===== src/rtl/reglk_ctrl_gen_if.sv =====
// Register-bus bundle for the lock controller: request/grant plus one-cycle
// response. The master drives requests and the slave returns responses.
interface reglk_ctrl_gen_if #(
  parameter int ADDR_WIDTH = 8,
  parameter int DATA_WIDTH = 32
);
  logic                  req_i;
  logic                  we_i;
  logic [ADDR_WIDTH-1:0] addr_i;
  logic [DATA_WIDTH-1:0] wdata_i;
  logic                  gnt_o;
  logic                  rvalid_o;
  logic                  err_o;
  logic [DATA_WIDTH-1:0] rdata_o;

  modport master (
    output req_i, we_i, addr_i, wdata_i,
    input  gnt_o, rvalid_o, err_o, rdata_o
  );

  modport slave (
    input  req_i, we_i, addr_i, wdata_i,
    output gnt_o, rvalid_o, err_o, rdata_o
  );
endinterface


===== src/rtl/reglk_ctrl_gen.sv =====
// Peripheral lock-word register file. Commits are two-step (arm, then confirm
// within a timeout). A debug unlock wipes all lock state.
//
//   state  | meaning
//   OPEN   | lock words and RDPROT writable
//   ARMED  | first LOCK write seen; waiting for the confirming LOCK write
//   LOCKED | lock words frozen until jtag unlock or reset
module reglk_ctrl_gen #(
  parameter int NB_PERIPHERALS = 14,
  parameter int LK_WIDTH       = 8,
  parameter int DATA_WIDTH     = 32,
  parameter int ADDR_WIDTH     = 8,
  parameter int ARM_TIMEOUT    = 16
) (
  input  logic                               clk_i,
  input  logic                               rst_ni,
  input  logic                               jtag_unlock_i,
  input  logic                               acct_ctrl_i,
  reglk_ctrl_gen_if.slave                    bus,
  output logic [NB_PERIPHERALS*LK_WIDTH-1:0] reglk_ctrl_o,
  output logic                               locked_o
);
  localparam int IW = ADDR_WIDTH - 2;
  localparam int CW = $clog2(ARM_TIMEOUT);

  typedef enum logic [1:0] {
    ST_OPEN   = 2'd0,
    ST_ARMED  = 2'd1,
    ST_LOCKED = 2'd2
  } state_e;

  state_e                             state_q, state_d;
  logic [CW-1:0]                      cnt_q, cnt_d;
  logic [NB_PERIPHERALS*LK_WIDTH-1:0] words_q;
  logic                               rdprot_q;

  logic [IW-1:0]         idx;
  logic [31:0]           idx_w;
  logic                  acc, ok, is_lk, is_ctrl, is_stat, lock_wr;
  logic                  lk_we, rdprot_we, resp_err;
  logic [DATA_WIDTH-1:0] resp_data;
  logic [LK_WIDTH-1:0]   rd_word;
  logic                  unused_bits;

  assign bus.gnt_o = bus.req_i & ~jtag_unlock_i;
  assign acc       = bus.req_i & bus.gnt_o;
  assign ok        = acc & acct_ctrl_i;
  assign idx       = bus.addr_i[ADDR_WIDTH-1:2];
  assign idx_w     = 32'(idx);
  assign is_lk     = idx_w < 32'(NB_PERIPHERALS);
  assign is_ctrl   = idx_w == 32'(NB_PERIPHERALS);
  assign is_stat   = idx_w == 32'(NB_PERIPHERALS + 1);
  assign lock_wr   = ok & bus.we_i & is_ctrl & bus.wdata_i[0];

  assign reglk_ctrl_o = words_q;
  assign locked_o     = (state_q == ST_LOCKED);
  assign unused_bits  = ^{bus.addr_i[1:0], bus.wdata_i};

  always_ff @(posedge clk_i or negedge rst_ni) begin
    if (!rst_ni) begin
      state_q <= ST_OPEN;
      cnt_q   <= '0;
    end else begin
      state_q <= state_d;
      cnt_q   <= cnt_d;
    end
  end

  // A confirming write wins over expiry in the last ARMED cycle.
  always_comb begin
    state_d = state_q;
    cnt_d   = cnt_q;
    case (state_q)
      ST_OPEN: begin
        if (lock_wr) begin
          state_d = ST_ARMED;
          cnt_d   = CW'(ARM_TIMEOUT - 1);
        end
      end
      ST_ARMED: begin
        if (lock_wr) begin
          state_d = ST_LOCKED;
          cnt_d   = '0;
        end else if (cnt_q == '0) begin
          state_d = ST_OPEN;
        end else begin
          cnt_d = cnt_q - CW'(1);
        end
      end
      ST_LOCKED: ;
      default: state_d = ST_OPEN;
    endcase
    if (jtag_unlock_i) begin
      state_d = ST_OPEN;
      cnt_d   = '0;
    end
  end

  always_comb begin
    rd_word = '0;
    for (int i = 0; i < NB_PERIPHERALS; i++) begin
      if (idx_w == 32'(i)) rd_word = words_q[i*LK_WIDTH +: LK_WIDTH];
    end
  end

  always_comb begin
    resp_err  = 1'b0;
    resp_data = '0;
    lk_we     = 1'b0;
    rdprot_we = 1'b0;
    if (acc) begin
      if (!acct_ctrl_i || !(is_lk || is_ctrl || is_stat)) begin
        resp_err = 1'b1;
      end else if (is_lk) begin
        if (bus.we_i && state_q != ST_OPEN) begin
          resp_err = 1'b1;
        end else begin
          resp_data = rdprot_q ? '0 : DATA_WIDTH'(rd_word);
          lk_we     = bus.we_i;
        end
      end else if (is_ctrl) begin
        if (bus.we_i && state_q == ST_LOCKED) begin
          resp_err = 1'b1;
        end else begin
          resp_data = DATA_WIDTH'({rdprot_q, state_q == ST_LOCKED});
          rdprot_we = bus.we_i && (state_q == ST_OPEN);
        end
      end else if (bus.we_i) begin
        resp_err = 1'b1;
      end else begin
        resp_data = DATA_WIDTH'(state_q);
      end
    end
  end

  always_ff @(posedge clk_i or negedge rst_ni) begin
    if (!rst_ni) begin
      words_q      <= '0;
      rdprot_q     <= 1'b0;
      bus.rvalid_o <= 1'b0;
      bus.err_o    <= 1'b0;
      bus.rdata_o  <= '0;
    end else begin
      bus.rvalid_o <= acc;
      bus.err_o    <= resp_err;
      bus.rdata_o  <= resp_data;
      if (jtag_unlock_i) begin
        words_q  <= '0;
        rdprot_q <= 1'b0;
      end else begin
        for (int i = 0; i < NB_PERIPHERALS; i++) begin
          if (lk_we && idx_w == 32'(i)) words_q[i*LK_WIDTH +: LK_WIDTH] <= bus.wdata_i[LK_WIDTH-1:0];
        end
        if (rdprot_we) rdprot_q <= bus.wdata_i[1];
      end
    end
  end
endmodule


===== src/flat_wrapper.sv =====
// flat-port wrapper written by rule: the top's interface ports become plain ports
module reglk_ctrl_gen_flat 
#(
  parameter int NB_PERIPHERALS = 14,
  parameter int LK_WIDTH       = 8,
  parameter int DATA_WIDTH     = 32,
  parameter int ADDR_WIDTH     = 8,
  parameter int ARM_TIMEOUT    = 16
)
  (clk_i, rst_ni, jtag_unlock_i, acct_ctrl_i, reglk_ctrl_o, locked_o, bus_req_i, bus_we_i, bus_addr_i, bus_wdata_i, bus_gnt_o, bus_rvalid_o, bus_err_o, bus_rdata_o);
  reglk_ctrl_gen_if #(.ADDR_WIDTH(ADDR_WIDTH), .DATA_WIDTH(DATA_WIDTH)) bus_i ();
  input  logic clk_i;
  input  logic rst_ni;
  input  logic jtag_unlock_i;
  input  logic acct_ctrl_i;
  output logic [NB_PERIPHERALS*LK_WIDTH-1:0] reglk_ctrl_o;
  output logic locked_o;
  input wire logic [$bits(bus_i.req_i)-1:0] bus_req_i;
  input wire logic [$bits(bus_i.we_i)-1:0] bus_we_i;
  input wire logic [$bits(bus_i.addr_i)-1:0] bus_addr_i;
  input wire logic [$bits(bus_i.wdata_i)-1:0] bus_wdata_i;
  output wire logic [$bits(bus_i.gnt_o)-1:0] bus_gnt_o;
  output wire logic [$bits(bus_i.rvalid_o)-1:0] bus_rvalid_o;
  output wire logic [$bits(bus_i.err_o)-1:0] bus_err_o;
  output wire logic [$bits(bus_i.rdata_o)-1:0] bus_rdata_o;
  assign bus_i.req_i = bus_req_i;
  assign bus_i.we_i = bus_we_i;
  assign bus_i.addr_i = bus_addr_i;
  assign bus_i.wdata_i = bus_wdata_i;
  assign bus_gnt_o = bus_i.gnt_o;
  assign bus_rvalid_o = bus_i.rvalid_o;
  assign bus_err_o = bus_i.err_o;
  assign bus_rdata_o = bus_i.rdata_o;
  reglk_ctrl_gen #(.NB_PERIPHERALS(NB_PERIPHERALS), .LK_WIDTH(LK_WIDTH), .DATA_WIDTH(DATA_WIDTH), .ADDR_WIDTH(ADDR_WIDTH), .ARM_TIMEOUT(ARM_TIMEOUT)) u_core (.clk_i(clk_i), .rst_ni(rst_ni), .jtag_unlock_i(jtag_unlock_i), .acct_ctrl_i(acct_ctrl_i), .bus(bus_i), .reglk_ctrl_o(reglk_ctrl_o), .locked_o(locked_o));
endmodule

===== config.mk =====
export PLATFORM = sky130hd
export DESIGN_NAME = reglk_ctrl_gen_flat
export DESIGN_NICKNAME = d
export VERILOG_FILES = /design/src/rtl/reglk_ctrl_gen_if.sv /design/src/rtl/reglk_ctrl_gen.sv /design/src/flat_wrapper.sv
export SDC_FILE = /design/constraint.sdc
export NUM_CORES = 1
export LEC_CHECK = 0
export CAP_MARGIN = 0
export CORE_UTILIZATION = 52
export DETAILED_ROUTE_END_ITERATION = 7
export GPL_TIMING_DRIVEN = 0
export HOLD_SLACK_MARGIN = 0.08
export PLACE_DENSITY = 0.86
export SLEW_MARGIN = 20
export SYNTH_ARGS = -nofsm -noshare
export SYNTH_HDL_FRONTEND = slang
export SYNTH_SLANG_ARGS = --single-unit

===== constraint.sdc =====
create_clock -name clk_i -period 3.9 [get_ports clk_i]
set_input_delay 0.585 -clock clk_i [delete_from_list [all_inputs] [get_ports clk_i]]
set_output_delay 0.585 -clock clk_i [all_outputs]
set_load 0.05 [all_outputs]

==> results of run 1 <==
[state kept, by name (all words and copies together), names as in the netlist]
signal,flops
u_core.cnt_q,4
u_core.bus.err_o,1
u_core.state_q,2
u_core.reglk_ctrl_o,112
u_core.bus.rvalid_o,1
u_core.bus.rdata_o,8
u_core.rdprot_q,1
[path summary, 6_finish.rpt]
kind                                                           from                                   to  cells after the start
min in group clk_i              u_core.reglk_ctrl_o[11]$_DFFE_PN0P_  u_core.reglk_ctrl_o[11]$_DFFE_PN0P_                      2
worst max register to register        u_core.state_q[1]$_DFFE_PN0P_  u_core.reglk_ctrl_o[51]$_DFFE_PN0P_                      8
worst min register to register  u_core.reglk_ctrl_o[11]$_DFFE_PN0P_  u_core.reglk_ctrl_o[11]$_DFFE_PN0P_                      2
worst max-delay path                                  jtag_unlock_i                            bus_gnt_o                      5
worst min-delay path                                         rst_ni  u_core.reglk_ctrl_o[77]$_DFFE_PN0P_                      1
max in group asynchronous                                    rst_ni          u_core.cnt_q[2]$_DFFE_PN0P_                      2
[power groups by stage]
stage | combinational [uW] | clock [uW] | sequential (uW)
after CTS | 275 | 1590 | 1340
after global placement | 265 | 0 | 1370
after global routing | 296 | 1650 | 1340
final | 280 | 1590 | 1340
after detailed placement | 272 | 0 | 1370
after floorplan | 162 | 0 | 1370
[routing by layer]
metal	vias up	global-route usage	share of wire
met1	3029	0.4640	0.40
li1	2652	-	-
met2	421	0.5471	0.46
met5	-	0	0
met3	75	0.08614	0.10
met4	0	0.1761	0.040
[cell type report]
cell class / count / area (um^2) / share of cell area
multi-input combinational: 478 / 3249 / 0.3568
sequential: 129 / 3228 / 0.3545
timing repair buffer: 140 / 1420 / 0.1559
clock buffer: 17 / 425.4 / 0.04672
buffer: 70 / 381.6 / 0.04191
tap: 172 / 215.2 / 0.02363
clock inverter: 15 / 160.2 / 0.01759
inverter: 7 / 26.28 / 0.002885
[synthesized netlist by cell type (all sizes together), types with 2 or more instances]
library cell | number | area, um^2
a221o | 3 | 30.03
a211o | 2 | 17.52
a2111oi | 2 | 17.52
nand4 | 4 | 40.04
a32oi | 2 | 17.52
or4b | 2 | 20.02
a31oi | 5 | 31.28
dfrtp | 129 | 3228
and2 | 2 | 12.51
nor2b | 5 | 31.28
mux4 | 5 | 112.6
a221oi | 4 | 35.03
inv | 7 | 26.28
o211ai | 2 | 15.01
nand2 | 27 | 103.9
nor4b | 3 | 47.54
o21ai | 25 | 125.1
and3 | 2 | 12.51
mux2i | 119 | 1191
nor4 | 2 | 12.51
a21oi | 19 | 95.09
buf | 38 | 261.5
nor2 | 144 | 578.1
o31ai | 2 | 15.01
o22ai | 8 | 50.05
nand3 | 10 | 50.05
mux2 | 3 | 33.78
nor3 | 16 | 170.2
nand2b | 3 | 18.77
a22oi | 5 | 37.54
o2111ai | 2 | 17.52
clkbuf | 32 | 120.1
a211oi | 2 | 15.01
or3 | 3 | 18.77
o21a | 2 | 15.01
o2bb2ai | 2 | 17.52
a311oi | 3 | 26.28
[logic make-up after synthesis]
family	Yosys count
buffers and inverters	77
DFF	129
other	1
muxes	127
and+or+nand+nor	230
adders and majority gates	1
AOI/OAI and AO/OA	96
[metrics by stage]
step,std cells,total power (uW),cell area (um^2)
6_report,1028,3213,9106
5_1_grt,1028,3284,9106
4_1_cts,1028,3201,9106
3_5_place_dp,996,1637,8521
3_3_place_gp,995,1631,8492
2_1_floorplan,684,1533,6885
[critical path: cells and delay by family]
kind | cells | cell delay (ns)
buffers and inverters | 4 | 2.31
and+or+nand+nor | 1 | 0.18
==> flow_results.org, run 1 <==
** STA
- Hold Worst Slack :: 0.1454 ns
- Dividing the final minimum period by the clock period gives 0.9412.
- Setup violations remaining at the end of the flow were counted as 0.
- Clock period minus worst slack :: ~3.7 ns
- Measured against its own limit, the worst slew margin works out to 0.3227.
- After routing, the total negative slack on setup checks comes to 0 ns.
- In the post-route analysis, the smallest setup slack over all paths is ~0.23 ns.
- Number of pins exceeding their max-slew limit in the final report :: 0
- Final Skew :: roughly 0.0067 ns
- Max Freq :: about 0.27 GHz
- Number of hold-slack violations in the final timing report :: 0
- Setup repair after global routing left no endpoint under its margin.
- Worst-margin pin slew :: ~1 ns

** Synth
- Yosys printed 0 warnings.
- Xor-xnor portion of the synthesized cell area :: 0
- Averaged over all synthesized cells, the footprint is a little over 10 um^2.
- Of the total synthesized cell area, the portion taken by full adders, half adders and majority gates is 0.001840.
- Synthesized netlist cell count :: around 660
- EDFF count, synth :: 0
- The area fraction in compound gates after synthesis is 0.09293.
- For this run, asynchronously set or reset flops after synthesis account for 1.000.
- For this run, the register share of the synthesized area comes to 0.4748.
- Mux contribution to synthesized area :: 0.1967
- Post-synthesis cell type count :: 62
- After synthesis, the largest family of logic cells by area is multiplexers.
- Of the total synthesized cell area, the portion taken by AND, OR, NAND and NOR gates is 0.1732.
- Number of synthesized register bits :: ~130
- Main flop type after synthesis :: sky130_fd_sc_hd__dfrtp_1
- Post-synthesis instance area :: a little under 0.007 mm^2

** Worst setup path
- Maximum cell stage delay along the critical path :: 0.74 ns
- Crit-path cells :: clkdlybuf4s50_1, clkbuf_1, clkbuf_1, nor2_1, clkdlybuf4s50_1
- STA classifies the critical path endpoint as an output port.
- By startpoint and endpoint, the worst setup path is classified as input pin to output port.
- Data on the critical path arrives at its endpoint at 3.09 ns.
- The setup check on the worst reg-to-reg path leaves a slack of 1.36 ns.
- The worst setup path is launched from an input pin.
- Critical path fanouts, max :: 10
- Among all stages on the critical path, the largest delay is contributed by sky130_fd_sc_hd__clkdlybuf4s50_1.
- At the worst endpoint, the required time is ~3.3 ns.

** CTS
- Number of gates resized after CTS :: 0
- Number of hold buffers added after CTS :: 0
- The root buffer cell chosen for the clock tree is sky130_fd_sc_hd__clkbuf_16.
- Clock-pin slew on the worst setup and hold paths :: 0.06 ns
- Largest buffer count on any clock path :: 2
- Clock tree from TritonCTS :: yes
- Sinks on Clock Net :: about 130
- The H-tree was split into 4 levels.
- Counting the buffers created by CTS gives 17.
- For the worst-skew pair, the clock arrives at the later sink with an insertion delay of 0.42 ns.
- Once the clock tree was built, the setup fixing pass inserted 0 buffers.

** Power
- Of the total power, the share spent switching nets is 0.2664.
- Static Leakage :: about 0.0037 uW
- Of the total power, registers draw 0.417.
- Clk pwr share :: 0.495
- Cell area power density :: about 350 mW/mm^2
- The share of total power dissipated in combinational logic is 0.087.
- Peak supply drop :: between 0.2 and 0.25 mV
- P_int :: around 2400 uW
- Switching Power :: between 800 and 900 uW

** Placement
- Final HPWL DP :: 16420 um
- Number of buffer cells added on primary ports :: between 100 and 150
- Gpl congestion :: 0.9538
- Dpl ws :: approximately 0.28 ns

** Die
- The die covers around 0.014 mm^2.
- For this configuration, the core starts out at a cell density of 0.5366.
- In this run the count of I/O pins placed on the die edge is 194.
- The floorplan has 41 rows.
- Core region area :: between 0.01 and 0.015 mm^2
- The die is about 120 um wide.
- Die Y :: roughly 120 um

** Drt
- Once detail routing completed, the nets flagged for antenna violations numbered 0.
- DRC violation count after routing :: 0
- Via Count :: around 6200
- For this block, the initial DRC count from the detailed router was slightly above 600.
- Wire length after detailed routing :: roughly 23000 um
- In the final routed layout, each cell accounts on average for between 20 and 25 um.
- Number of vias per cell :: 6.009
- Pre-antenna DRT Iters :: 6

** GRT
- The number of antenna violations at the first check in global routing is 0.
- The number of global-route vias before repair is between 6000 and 7000.
- Entering global routing, the biggest net connects 66 pins.
- Remaining Overflow, GRT :: 0
- Across every metal layer, demand over resource in global routing totals 0.3529.
- Global-route wire length before repair :: between 30000 and 40000 um

** Layout
- Layout overhead on the synthesized area :: 33.93%
- Most common cell after layout, fill and taps aside :: sky130_fd_sc_hd__clkdlybuf4s50_1
- Core Util, Final :: 0.7187
- The library cells used most frequently in the layout, excluding fill and tap cells, are sky130_fd_sc_hd__clkdlybuf4s50_1 (138), sky130_fd_sc_hd__nor2_1 (137), sky130_fd_sc_hd__dfrtp_1 (129), sky130_fd_sc_hd__mux2i_1 (119), sky130_fd_sc_hd__clkbuf_1 (32).
- Number of diodes added for antenna fixing :: 0
- Share of cells above drive strength 1 :: 0.1157
- Post-layout net count :: about 900
- Total of fill cells in the finished design :: 901

** Outcome
- The flow ran to the end, and the final reports show no timing, DRC or antenna violations.

** Job
- Count of maximum capacitance violations :: 0

** Min path
- Worst hold path class :: input pin to asynchronous set/reset pin
No activity file was read; power rests on OpenSTA's default activity.
==> run 2, diff against run 1 <==
Settings changed: CTS_BUF_LIST from default to sky130_fd_sc_hd__clkbuf_16.
==> results of run 2 <==
The final DEF is identical to that of run 1; final timing and power are the same.
